[src/rtl/keypad_time_entry.sv]
// Keypad time/alarm entry: debounces scanner presses and assembles a 4-digit BCD
// 12-hour value, committing it to the clock or alarm on a repeat of the mode key.
module keypad_time_entry #(
   parameter int unsigned DEBOUNCE = 3,
   parameter int unsigned TIMEOUT  = 2560
) (
   input  logic        clk_256Hz,
   input  logic        reset,
   input  logic [3:0]  key_code,
   input  logic        key_held,
   output logic [15:0] set_value,
   output logic        set_pm,
   output logic        entry_active,
   output logic        entry_target,
   output logic [2:0]  entry_count,
   output logic        load_time,
   output logic        load_alarm,
   output logic        entry_error
);

   localparam int unsigned TW       = (TIMEOUT > 1) ? $clog2(TIMEOUT) : 1;
   localparam logic [3:0]  DB_LAST  = 4'(DEBOUNCE - 1);
   localparam logic [TW-1:0] TMO_LAST = TW'(TIMEOUT - 1);

   localparam logic [3:0] KEY_AMPM      = 4'hA;
   localparam logic [3:0] KEY_SET_TIME  = 4'hB;
   localparam logic [3:0] KEY_SET_ALARM = 4'hC;

   typedef enum logic {IDLE, ENTRY} state_t;

   state_t          state;
   logic [3:0]      db_cnt;
   logic            armed;
   logic [TW-1:0]   tmo_cnt;
   logic            db_match;
   logic            key_accept;
   logic            is_mode;
   logic            mode_tgt;
   logic            commit_ok;

   always_comb begin
      db_match   = armed ? key_held : ~key_held;
      key_accept = armed && key_held && (db_cnt == DB_LAST);
      is_mode    = (key_code == KEY_SET_TIME) || (key_code == KEY_SET_ALARM);
      mode_tgt   = (key_code == KEY_SET_ALARM);
      // hour 01..12 from {H1,H0}, minute tens 0..5
      commit_ok  = (entry_count == 3'd4) &&
                   (((set_value[15:12] == 4'd0) && (set_value[11:8] != 4'd0)) ||
                    ((set_value[15:12] == 4'd1) && (set_value[11:8] <= 4'd2))) &&
                   (set_value[7:4] <= 4'd5);
   end

   // One counter serves both directions: highs while armed, lows while disarmed.
   always_ff @(posedge clk_256Hz or posedge reset) begin
      if (reset) begin
         db_cnt <= '0;
         armed  <= 1'b1;
      end else if (db_match) begin
         if (db_cnt == DB_LAST) begin
            db_cnt <= '0;
            armed  <= ~armed;
         end else begin
            db_cnt <= db_cnt + 4'd1;
         end
      end else begin
         db_cnt <= '0;
      end
   end

   always_ff @(posedge clk_256Hz or posedge reset) begin
      if (reset) begin
         state        <= IDLE;
         set_value    <= '0;
         set_pm       <= 1'b0;
         entry_target <= 1'b0;
         entry_count  <= '0;
         tmo_cnt      <= '0;
         load_time    <= 1'b0;
         load_alarm   <= 1'b0;
         entry_error  <= 1'b0;
      end else begin
         load_time   <= 1'b0;
         load_alarm  <= 1'b0;
         entry_error <= 1'b0;
         case (state)
            IDLE: begin
               if (key_accept && is_mode) begin
                  state        <= ENTRY;
                  entry_target <= mode_tgt;
                  set_value    <= '0;
                  set_pm       <= 1'b0;
                  entry_count  <= '0;
                  tmo_cnt      <= '0;
               end
            end
            ENTRY: begin
               if (key_accept) begin
                  tmo_cnt <= '0;
                  if (key_code <= 4'd9) begin
                     if (entry_count != 3'd4) begin
                        set_value   <= {set_value[11:0], key_code};
                        entry_count <= entry_count + 3'd1;
                     end
                  end else if (key_code == KEY_AMPM) begin
                     set_pm <= ~set_pm;
                  end else if (is_mode) begin
                     if (mode_tgt == entry_target) begin
                        state <= IDLE;
                        if (commit_ok) begin
                           load_time  <= ~entry_target;
                           load_alarm <= entry_target;
                        end else begin
                           entry_error <= 1'b1;
                        end
                     end else begin
                        entry_target <= mode_tgt;
                        set_value    <= '0;
                        set_pm       <= 1'b0;
                        entry_count  <= '0;
                     end
                  end
               end else if (tmo_cnt == TMO_LAST) begin
                  state       <= IDLE;
                  entry_error <= 1'b1;
               end else begin
                  tmo_cnt <= tmo_cnt + TW'(1);
               end
            end
            default: state <= IDLE;
         endcase
      end
   end

   assign entry_active = (state == ENTRY);

endmodule
[config.mk]
export PLATFORM = sky130hd
export DESIGN_NAME = keypad_time_entry
export DESIGN_NICKNAME = d
export VERILOG_FILES = /design/src/rtl/keypad_time_entry.sv
export SDC_FILE = /design/constraint.sdc
export NUM_CORES = 1
export LEC_CHECK = 0
export CORE_MARGIN = 1.5
export CORE_UTILIZATION = 35
export DETAILED_ROUTE_END_ITERATION = 12
export SKIP_CTS_REPAIR_TIMING = 1
export SYNTH_ARGS = -nofsm -noshare
export SYNTH_HDL_FRONTEND = slang
export SYNTH_SLANG_ARGS = --single-unit
[constraint.sdc]
create_clock -name clk_256Hz -period 2.64 [get_ports clk_256Hz]
set_input_delay 0.396 -clock clk_256Hz [delete_from_list [all_inputs] [get_ports clk_256Hz]]
set_output_delay 0.396 -clock clk_256Hz [all_outputs]
set_load 0.01 [all_outputs]
==> qor.txt <==
H-tree depth = 2
Overall routed net length = 4.81 mm
Post-Syn Instances = 235
# diodes = 0
Lkg Pwr = 1.35 nW
Worst-margin pin slew = 0.784 ns
Max FO, Critical Path = 11
CTS Buf Count = 5
Synthesized area per cell = 10.2 um^2
Setup Viol. Count Final = 0
CTS tree = built
HP Class = reg2reg
Post-route ant nets = 0
Final period util = 78.0%
Seq cells post-synth = 42
I/O pins = 32
Worst Path Arrival = 2.29 ns
NumNets Final = 282
Pre-Repair DR Iteration Count = 4
Synth area leader = dfrtp_1
1st-iter DRT viols = 106
Clock slew at reported path FFs = 0.08 ns
# rows = 29
Worst Hold Launch = db_cnt[0]$_DFF_PP0_
Starting density of the core = 37.0%
Core Footprint = 6460 um^2
Final Critical Period = 2.06 ns
Area Overhead vs Synth = 21.2%
Post-synth EDFFs = 0
Layout cell share with drive strength beyond 1 = 11.9%
Wire per inst = 13.9 um
Worst skew pair latency = 0.31 ns
Hold path endpoint = db_cnt[0]$_DFF_PP0_
Seq/Total Area, Yosys = 44.1%
Largest net degree at the start of global routing = 43
R2r worst-path depth = 5
Setup TNS Final = 0 ns
Placer Congestion = 0.765
CTS Sinks = 42
CTS max path bufs = 2
Die footprint = 7330 um^2
DRC Markers = 0
Fmax = 486 MHz
Most common cell in the synthesized netlist = dfrtp_1
Port bufs = 31
Critical Path RT = 2.87 ns
Worst r2r src = armed$_DFFE_PP1P_
Synth cell types = 52
Share of the synthesized area in the top cell type = 43.0%
Total gr overflow = 0
Via/cell ratio = 5.24
Mapped Area = 2390 um^2
Root buf cell = clkbuf_8
Synth area leaders = dfrtp_1, mux2i_1, nand2_1, inv_1, ha_1
Die width = 85.6 um
Via Count = 1820
Post-DP HPWL = 3.48 mm
Relative slew slack = 47.3%
Final clock skew = 0.0105 ns
Tot Pwr = 2.56 mW
Commonest cells in the synthesized netlist = dfrtp_1, nand2_1, mux2i_1
Worst Setup End Kind = flop
Pins over their slew limit = 0
Maximum vdd ir drop = 0.463 mV
Die Height = 85.6 um
Final Hold Slack = 0.506 ns
Setup Crit Path Kind = in2reg
PwrDens = 883 nW/um^2
Critical path startpoint category = input pin
First-pass GRT wire length = 8.04 mm
Max-cap violations = 0
Syn Nets = 248
Hold depth = 1
Gr usage total = 13.7%
R2R Setup Slk = 0.60 ns
Reg-to-Reg End = tmo_cnt[7]$_DFFE_PP0P_
Top_reg_cell synth = dfrtp_1
Warnings, synthesis = 0
RSZ-0062 raised after global routing = false
Initial antenna violation count = 0
Async SR Flop Fraction = 100%
Outcome = complete, no violations
Vias in the first global route = 1654
Final Hold Viols = 0
worst max-delay path: stages:
cell             delay [ns]
clkdlybuf4s50_1        0.46
ha_1                   0.15
and4bb_2               0.39
o21ai_2                0.23
a2111oi_2              0.45
mux2i_1                0.22
state kept, by name, summed over array words and instances, names as in the netlist:
| register | flops |
|---|---|
| tmo_cnt | 12 |
| armed | 1 |
| load_time | 1 |
| db_cnt | 4 |
| entry_error | 1 |
| load_alarm | 1 |
| set_pm | 1 |
| entry_count | 3 |
| set_value | 16 |
| entry_target | 1 |
| entry_active | 1 |
worst max-delay path by stage:
| stage | start | endpoint | slack [ns] | depth (start not counted) |
|---|---|---|---|---|
| 3_5_place_dp | key_held | tmo_cnt[7]$_DFFE_PP0P_ | 0.27 | 6 |
| 6_report | key_held | tmo_cnt[7]$_DFFE_PP0P_ | 0.58 | 6 |
| 4_1_cts | key_held | tmo_cnt[7]$_DFFE_PP0P_ | 0.59 | 6 |
| 3_3_place_gp | key_held | tmo_cnt[7]$_DFFE_PP0P_ | 0.31 | 6 |
| 5_1_grt | tmo_cnt[0]$_DFFE_PP0P_ | tmo_cnt[3]$_DFFE_PP0P_ | 0.44 | 5 |
| 2_1_floorplan | db_cnt[0]$_DFF_PP0_ | entry_active$_DFF_PP0_ | 0.77 | 7 |
report_power, final:
part           total, mW  internal [mW]  switching, mW
Sequential          1.07          0.859          0.215
Clock              0.622          0.379          0.243
Combinational      0.861          0.445          0.416
cell type report:
class / instances / area (um^2)
inverter: 22 / 82.6
sequential: 42 / 1050
tap: 77 / 96.3
clock buffer: 5 / 68.8
multi-input combinational: 161 / 1170
fill: 633 / 3560
clock inverter: 3 / 68.8
timing repair buffer: 37 / 355
layer usage:
metal  global-route usage, %  vias up  wire [um]
li1                        -      905          -
met1                    18.6      877       2340
met2                    21.8       32       2200
met3                    2.69        6        188
met4                    4.84        0         80
met5                       0        -          0
through the flow:
| step | cell area, um^2 | utilization, % | std cells | worst slack [ns] |
|---|---|---|---|---|
| 3_3_place_gp | 2760 | 42.7 | 339 | 0.311 |
| 6_report | 2900 | 44.8 | 347 | 0.581 |
| 3_5_place_dp | 2760 | 42.7 | 339 | 0.266 |
| 4_1_cts | 2900 | 44.8 | 347 | 0.587 |
| 5_1_grt | 2900 | 44.8 | 347 | 0.441 |
| 2_1_floorplan | 2390 | - | 235 | 0.766 |
logic make-up after synthesis:
logic type | synth area share, %
muxes | 11.8
DFF | 44.1
and+or+nand+nor | 20.2
buffers and inverters | 6.91
adders and majority gates | 3.14
AOI/OAI and AO/OA | 12.8
xor gates and xnor gates | 1.10
cell usage in the layout (no fill, tap or decap), types with 4 or more instances in the layout:
cell             synthesis  final
a21oi_1                  4      4
clkdlybuf4s50_1          0     31
a31oi_1                  4      4
dfrtp_1                 41     41
nand4_1                  4      4
o21ai_0                  4      4
nand2_1                 34     34
nand3_1                  7      7
or2b_1                   6      6
nand2b_1                 4      4
clkbuf_8                 0      5
ha_1                     6      6
buf_4                    1      6
nor2_1                   5      5
and3_1                   4      4
nor3_1                   7      7
a211oi_1                 7      7
mux2i_1                 23     23
inv_1                   22     21
Power figures use the tool's default switching activity.
